## src/rtl/hstx_serializer_pkg.sv

```systemverilog
// Shared HS transmit definitions: serializer state encoding, default byte width
// and the levels the HS pair rests at when the driver is off.
package hstx_serializer_pkg;

    localparam int HSTX_DATA_W = 8;

    typedef enum logic [1:0] {
        SER_IDLE  = 2'd0,
        SER_SHIFT = 2'd1,
        SER_TRAIL = 2'd2
    } ser_state_e;

    localparam logic HS_DP_IDLE = 1'b0;
    localparam logic HS_DN_IDLE = 1'b1;

endpackage

```

## src/rtl/hstx_serializer.sv

```systemverilog
// HS byte-to-bit serializer: shifts hstx_fsm bytes out on HS_Dp/HS_Dn one bit per
// clock with seamless back-to-back bytes and an optional inverted-last-bit trail.
module hstx_serializer
    import hstx_serializer_pkg::*;
#(
    parameter int DATA_W     = HSTX_DATA_W,
    parameter int LSB_FIRST  = 1,
    parameter int TRAIL_BITS = 0
) (
    input  logic              TxDDRClkHS,
    input  logic              TxRst,
    input  logic              serial_en,
    input  logic [DATA_W-1:0] HSFSM_Bytes,
    output logic              HS_Dp,
    output logic              HS_Dn,
    output logic              hs_drive_en,
    output logic              byte_done,
    output logic              ser_busy
);

    localparam int CW = (DATA_W > 1) ? $clog2(DATA_W) : 1;
    localparam int TW = (TRAIL_BITS > 1) ? $clog2(TRAIL_BITS) : 1;
    localparam logic [CW-1:0] BIT_LAST   = CW'(DATA_W - 1);
    localparam logic [TW-1:0] TRAIL_LAST = TW'((TRAIL_BITS > 0) ? TRAIL_BITS - 1 : 0);

    ser_state_e        state_q, state_d;
    logic [DATA_W-1:0] shreg_q, shreg_d;
    logic [CW-1:0]     bit_cnt_q, bit_cnt_d;
    logic [TW-1:0]     trail_cnt_q, trail_cnt_d;
    logic              last_bit_q, last_bit_d;
    logic              hs_dp_q, hs_dp_d;
    logic              hs_dn_q;
    logic              byte_done_q, byte_done_d;
    logic              busy_q, busy_d;
    logic              load;
    logic [CW-1:0]     idx_d;

    always_comb begin
        state_d     = state_q;
        shreg_d     = shreg_q;
        bit_cnt_d   = bit_cnt_q;
        trail_cnt_d = trail_cnt_q;
        last_bit_d  = last_bit_q;
        load        = 1'b0;

        case (state_q)
            SER_IDLE: begin
                if (serial_en) load = 1'b1;
            end
            SER_SHIFT: begin
                // serial_en only matters at the byte boundary; a byte is never truncated
                if (bit_cnt_q == BIT_LAST) begin
                    if (serial_en) begin
                        load = 1'b1;
                    end else if (TRAIL_BITS > 0) begin
                        state_d     = SER_TRAIL;
                        trail_cnt_d = '0;
                        last_bit_d  = hs_dp_q;
                    end else begin
                        state_d = SER_IDLE;
                    end
                end else begin
                    bit_cnt_d = bit_cnt_q + 1'b1;
                end
            end
            SER_TRAIL: begin
                if (trail_cnt_q == TRAIL_LAST) begin
                    state_d     = SER_IDLE;
                    trail_cnt_d = '0;
                end else begin
                    trail_cnt_d = trail_cnt_q + 1'b1;
                end
            end
            default: state_d = SER_IDLE;
        endcase

        if (load) begin
            state_d   = SER_SHIFT;
            shreg_d   = HSFSM_Bytes;
            bit_cnt_d = '0;
        end

        // Outputs are computed from next state so they land registered in the same cycle
        idx_d = (LSB_FIRST != 0) ? bit_cnt_d : (BIT_LAST - bit_cnt_d);
        case (state_d)
            SER_SHIFT: hs_dp_d = shreg_d[idx_d];
            SER_TRAIL: hs_dp_d = ~last_bit_d;
            default:   hs_dp_d = HS_DP_IDLE;
        endcase
        byte_done_d = (state_d == SER_SHIFT) && (bit_cnt_d == BIT_LAST);
        busy_d      = (state_d != SER_IDLE);
    end

    always_ff @(posedge TxDDRClkHS) begin
        if (TxRst) begin
            state_q     <= SER_IDLE;
            shreg_q     <= '0;
            bit_cnt_q   <= '0;
            trail_cnt_q <= '0;
            last_bit_q  <= 1'b0;
            hs_dp_q     <= HS_DP_IDLE;
            hs_dn_q     <= HS_DN_IDLE;
            byte_done_q <= 1'b0;
            busy_q      <= 1'b0;
        end else begin
            state_q     <= state_d;
            shreg_q     <= shreg_d;
            bit_cnt_q   <= bit_cnt_d;
            trail_cnt_q <= trail_cnt_d;
            last_bit_q  <= last_bit_d;
            hs_dp_q     <= hs_dp_d;
            hs_dn_q     <= ~hs_dp_d;
            byte_done_q <= byte_done_d;
            busy_q      <= busy_d;
        end
    end

    assign HS_Dp       = hs_dp_q;
    assign HS_Dn       = hs_dn_q;
    assign hs_drive_en = busy_q;
    assign byte_done   = byte_done_q;
    assign ser_busy    = busy_q;

endmodule

```

## config.mk

```make
export PLATFORM = sky130hd
export DESIGN_NAME = hstx_serializer
export DESIGN_NICKNAME = d
export VERILOG_FILES = /design/src/rtl/hstx_serializer_pkg.sv /design/src/rtl/hstx_serializer.sv
export SDC_FILE = /design/constraint.sdc
export NUM_CORES = 1
export LEC_CHECK = 0
export ABC_CLOCK_PERIOD_IN_PS = 2100
export BUFFER_PORTS_ARGS = -buffer_cell sky130_fd_sc_hd__buf_2
export CAP_MARGIN = 20
export CORE_MARGIN = 3
export CORE_UTILIZATION = 53
export DETAILED_ROUTE_END_ITERATION = 16
export HOLD_SLACK_MARGIN = 0.15
export PLACE_DENSITY = 0.76
export SETUP_SLACK_MARGIN = 0.1
export SYNTH_ARGS = -nofsm -noshare
export SYNTH_HDL_FRONTEND = slang
export SYNTH_SLANG_ARGS = --single-unit
```

## constraint.sdc

```tcl
create_clock -name TxDDRClkHS -period 2.1 [get_ports TxDDRClkHS]
set_input_delay 0.315 -clock TxDDRClkHS [delete_from_list [all_inputs] [get_ports TxDDRClkHS]]
set_output_delay 0.315 -clock TxDDRClkHS [all_outputs]
set_load 0.02 [all_outputs]
```

# Word level (Yosys, flattened, before mapping)
# Index checks and enable logic that the tools add are counted.
[classes]
add_sub_neg = 2
n_lt_le_gt_ge = 1
n_eq_ne = 6
muxes = 16
bitwise = 1
reduce_logical = 3
[op_table]
columns = ["op", "n"]
rows = [
  ["$mux W3", 3],
  ["$mux W2", 4],
  ["$mux W8", 1],
  ["$eq A3 B3 Y1 const B", 2],
  ["$pmux W2 S3", 1],
  ["$eq A2 B1 Y1 const B", 2],
  ["$eq A2 B2 Y1 const B", 2],
  ["$lt A3 B4 Y1 const B", 1],
  ["$mux W1", 4],
  ["$pmux W1 S2", 2],
  ["$add A3 B1 Y3 const B", 1],
  ["$bmux W1 S3", 1],
  ["$logic_not A2 Y1", 1],
  ["$reduce_bool A2 Y1", 1],
  ["$add A1 B1 Y1 const B", 1],
  ["$logic_and A1 B1 Y1", 1],
  ["$not A1 Y1", 1],
]
[word_totals]
ff_bits = 18
in_bits = 11
out_inout_bits = 5
elab_cells = 37

# Longest topological paths before layout
[logic_depth]
ltp_word = 8
mapped_depth = 9
mapped_depth_nobuf = 9

# Worst setup path after synthesis
# No wires, ideal clock.
[synth_path]
path_type = "reg2reg"
startpoint = "register bit_cnt_q[0]"
endpoint = "register hs_dn_q (netlist: HS_Dn)"
setup_time_ns = 0.115
arrival_ns = 1.755
required_ns = 1.985
slack_ns = 0.230
path_stages_with_launch = 8
n_path_buf = 0
synth_period_minus_slack_ns = 1.870
cell_sequence = "dfxtp_1 > ha_1 > a21bo_4 > o211ai_2 > a21oi_1 > nor4b_1 > o2111ai_1 > and3_1"
[synth_between]
elab_chain_cells = 8
elab_cells_between_ends = 17
cone_classes = "1 x add/sub; 3 x eq/ne; 12 x mux; 1 x bitwise"
[synth_lines]
columns = ["element", "line_no", "source"]
rows = [
  ["start, declared", "hstx_serializer.sv:28", "logic [CW-1:0] bit_cnt_q, bit_cnt_d;"],
  ["start signal, assigned", "hstx_serializer.sv:108", "bit_cnt_q <= bit_cnt_d;"],
  ["$add A3 B1 Y3 / $eq A3 B3 Y1 (equally long branches)", "hstx_serializer.sv:63, hstx_serializer.sv:52", ""],
  ["$mux W3 / $mux W1 (equally long branches)", "hstx_serializer.sv:52", "if (bit_cnt_q == BIT_LAST) begin"],
  ["$mux W3 / $pmux W1 S2 (equally long branches)", "hstx_serializer.sv:46", "case (state_q)"],
  ["$mux W3 / $mux W8 (equally long branches)", "hstx_serializer.sv:77", "if (load) begin"],
  ["$bmux W1 S3", "hstx_serializer.sv:86", "SER_SHIFT: hs_dp_d = shreg_d[idx_d];"],
  ["$mux W1 (not written as such)", "hstx_serializer.sv:86", ""],
  ["$pmux W1 S2 (*)", "hstx_serializer.sv:85", "case (state_d)"],
  ["$not A1 Y1 (*)", "hstx_serializer.sv:112", "hs_dn_q <= ~hs_dp_d;"],
  ["end signal, assigned", "hstx_serializer.sv:112", ""],
  ["end, declared", "hstx_serializer.sv:32", "logic hs_dn_q;"],
]
# Every way passes the cells marked *; elsewhere a longest branch is shown, timed or not. The select of a mux whose other input is x is not followed.
# A chain may end at the register's enable or synchronous reset.

# Final worst setup path
# Same ends and word-level chain as after synthesis.

==> impl_metrics.env <==
export IMPL_ir_worst_vdd_uv=400
export IMPL_post_drt_via_cell_ratio=5.89
export IMPL_io_pins=16
export IMPL_arrival_ps=2090
export IMPL_netlist_area_um2=928
export IMPL_seq_area_um2=340
export IMPL_first_pass_iters=5
export IMPL_ys_top_cells_by_count="a21oi_1, dfxtp_1, nand2_1"
export IMPL_synth_seq_cells=17
export IMPL_power_mw=0.623
export IMPL_p_per_area_nw_per_um2=590
export IMPL_yosysUniqueCellTypes=32
export IMPL_finalSetupViolations=0
export IMPL_fmax_mhz=527
export IMPL_wirelength_um=2020
export IMPL_ctsLongestPathBuffers=2
export IMPL_ant_nets=0
export IMPL_fin_crit_ps=1900
export IMPL_antennaDiodeCount=0
export IMPL_drc=0
export IMPL_num_vias=830
export IMPL_cp_end_kind="flop"
export IMPL_synth_edf_count=0
export IMPL_htree_levels=1
export IMPL_core_um2=1580
export IMPL_busiest_layer="met2"
export IMPL_multi_input_area_um2=553
export IMPL_critPathBufInv=0
export IMPL_portBuffers=15
export IMPL_cp_start_kind="flop"
export IMPL_rsz0062_at_grt="no"
export IMPL_cts_buffers=3
export IMPL_report_final_slew_viol_count=0
export IMPL_skew_ps=6.74
export IMPL_synth_top_cell_area_share_pct=36.7
export IMPL_drive_above_1_share_pct=28.8
export IMPL_slowest_stage="dfxtp_1"
export IMPL_async_reset_ff_share_pct=0
export IMPL_die_area_um2=2290
export IMPL_drtIter0Drc=23
export IMPL_gp_congestion=0.880
export IMPL_worstPathCellList="ha_2, a21bo_4, o211ai_4, a21oi_1, nor4_1, o2111ai_1, and3_1"
export IMPL_max_stage_delay_ps=330
export IMPL_rows=14
export IMPL_worstPathMaxFanout=7
export IMPL_synth_seq_area_share_pct=36.7
export IMPL_synth_cells=106
export IMPL_hold_path_class="in2reg"
export IMPL_final_hold_viol_count=0
export IMPL_yosysMostFrequentCell="a21oi_1"
export IMPL_use_met2_pct=30.3
export IMPL_die_height_um=47.9
export IMPL_final_nets=141
export IMPL_grt_pass1_wl_um=3140
export IMPL_die_width_um=47.9
export IMPL_root_buffer="clkbuf_4"
export IMPL_synth_area_leader_cell="dfxtp_1"
export IMPL_synth_area_top_cells="dfxtp_1, a21oi_1, nand3b_1"
export IMPL_cp_top_family="compound AO/OA/AOI/OAI gates"
export IMPL_cellLeakagePower_nw=0.428
export IMPL_whs_ps=251
export IMPL_status="finished clean"
export IMPL_first_global_vias=730
export IMPL_grt_max_degree=15
export IMPL_fillerInstances=140
export IMPL_slew_headroom_pct=66.3
export IMPL_synth_area_per_cell_um2=8.76
export IMPL_min_period_over_period_pct=90.3
export IMPL_required_ps=2290
export IMPL_area_delta_synth_final_pct=13.7
export IMPL_insertion_delay_ps=290
export IMPL_gr_usage_met3_pct=4.89
export IMPL_worstMarginPinSlew_ps=503
export IMPL_synthFlopType="dfxtp_1"
export IMPL_cts_sinks=17
export IMPL_dp_hpwl_um=1430
export IMPL_grt_use_total_pct=19.6
export IMPL_use_met1_pct=24.8
export IMPL_overflow=0
export IMPL_yosysWarnings=0
export IMPL_setup_tns_ps=0
export IMPL_wire_per_inst_um=14.3
export IMPL_cap_violations=0
export IMPL_clkTransAtPathRegs_ps=100
export IMPL_tritoncts="built"
export IMPL_antenna_found_initial=0
export IMPL_crit_type="reg2reg"
export IMPL_start_util_pct=58.9
## per-layer routing
metal / vias to the layer above / wire (µm)
met5: - / 0
met4: 0 / 39
met3: 7 / 102
met2: 28 / 1050
met1: 383 / 831
li1: 412 / -
## cell type report
class                   count  share of cell area, %
flip-flops and latches     17                   32.2
multi-input cells          83                   52.4
repair buffers             20                   10.7
well taps                  16                   1.90
clock buffers               4                   2.49
inverters                   1                  0.355
## state kept, by name, summed over array words and instances, names as in the netlist
| name | cells |
|---|---|
| state_q | 2 |
| HS_Dp | 1 |
| bit_cnt_q | 3 |
| hs_drive_en | 1 |
| byte_done | 1 |
| HS_Dn | 1 |
| shreg_q | 8 |
## logic make-up (layout without fill, tap and decap cells)
group | after synthesis | count (layout) | synth area share [%]
AO/OA/AOI/OAI | 34 | 34 | 23.2
adder cells (fa/ha/maj) | 4 | 4 | 5.39
buffers and inverters | 8 | 25 | 7.28
flip-flops | 17 | 17 | 36.7
multiplexers | 1 | 1 | 1.21
other | 2 | 4 | 0.809
AND/OR/NAND/NOR | 40 | 40 | 25.5
## through the flow
step	util [%]	cell area, µm²	std cells	setup WS, ps
final	67.0	1060	141	203
after global placement	63.3	997	136	222
after global routing	67.0	1060	141	105
after CTS	64.9	1020	140	144
after detailed placement	63.3	997	136	172
after floorplan	-	936	108	230
## power by group
| part | total, mW | leakage (nW) | internal, mW | switching (mW) |
|---|---|---|---|---|
| Sequential | 0.344 | 0.139 | 0.336 | 0.00820 |
| Combinational | 0.106 | 0.274 | 0.0462 | 0.0595 |
| Clock | 0.174 | 0.0150 | 0.0739 | 0.0996 |
| Total | 0.623 | 0.428 | 0.456 | 0.167 |
## worst min-delay path: cells and delay by family
kind / cells / cell delay (ps)
AO/OA/AOI/OAI: 1 / 50
buffers and inverters: 1 / 90
AND/OR/NAND/NOR: 1 / 40
## path summary, 6_finish.rpt
path                       start    endpoint  slack, ps  cells past startpoint
setup reg to reg    bit_cnt_q[0]       HS_Dn        200                      7
hold reg to reg       shreg_q[6]  shreg_q[6]        500                      2
setup / recovery    bit_cnt_q[0]       HS_Dn        200                      7
hold / removal    HSFSM_Bytes[5]  shreg_q[5]        250                      3
## placed cells by master, fill, tap and decap left out, types with 2 or more instances in the layout
cell type | synthesis | final
a21oi_1 | 18 | 18
dfxtp_1 | 17 | 17
buf_2 | 2 | 15
nand2_1 | 10 | 10
nor2_1 | 8 | 8
o21ai_1 | 8 | 8
nand3b_1 | 8 | 8
buf_4 | 1 | 5
conb_1 | 2 | 4
nor3b_1 | 3 | 3
ha_1 | 4 | 3
clkbuf_4 | 0 | 3
nor4_1 | 2 | 2
and3_1 | 2 | 2
## timing repair
item                                    CTS  global route
hold buffers                              0             0
resized for setup                         0             5
endpoints found under the setup margin    0             2
setup buffers                             0             1
(Power assumes the default switching activity.)
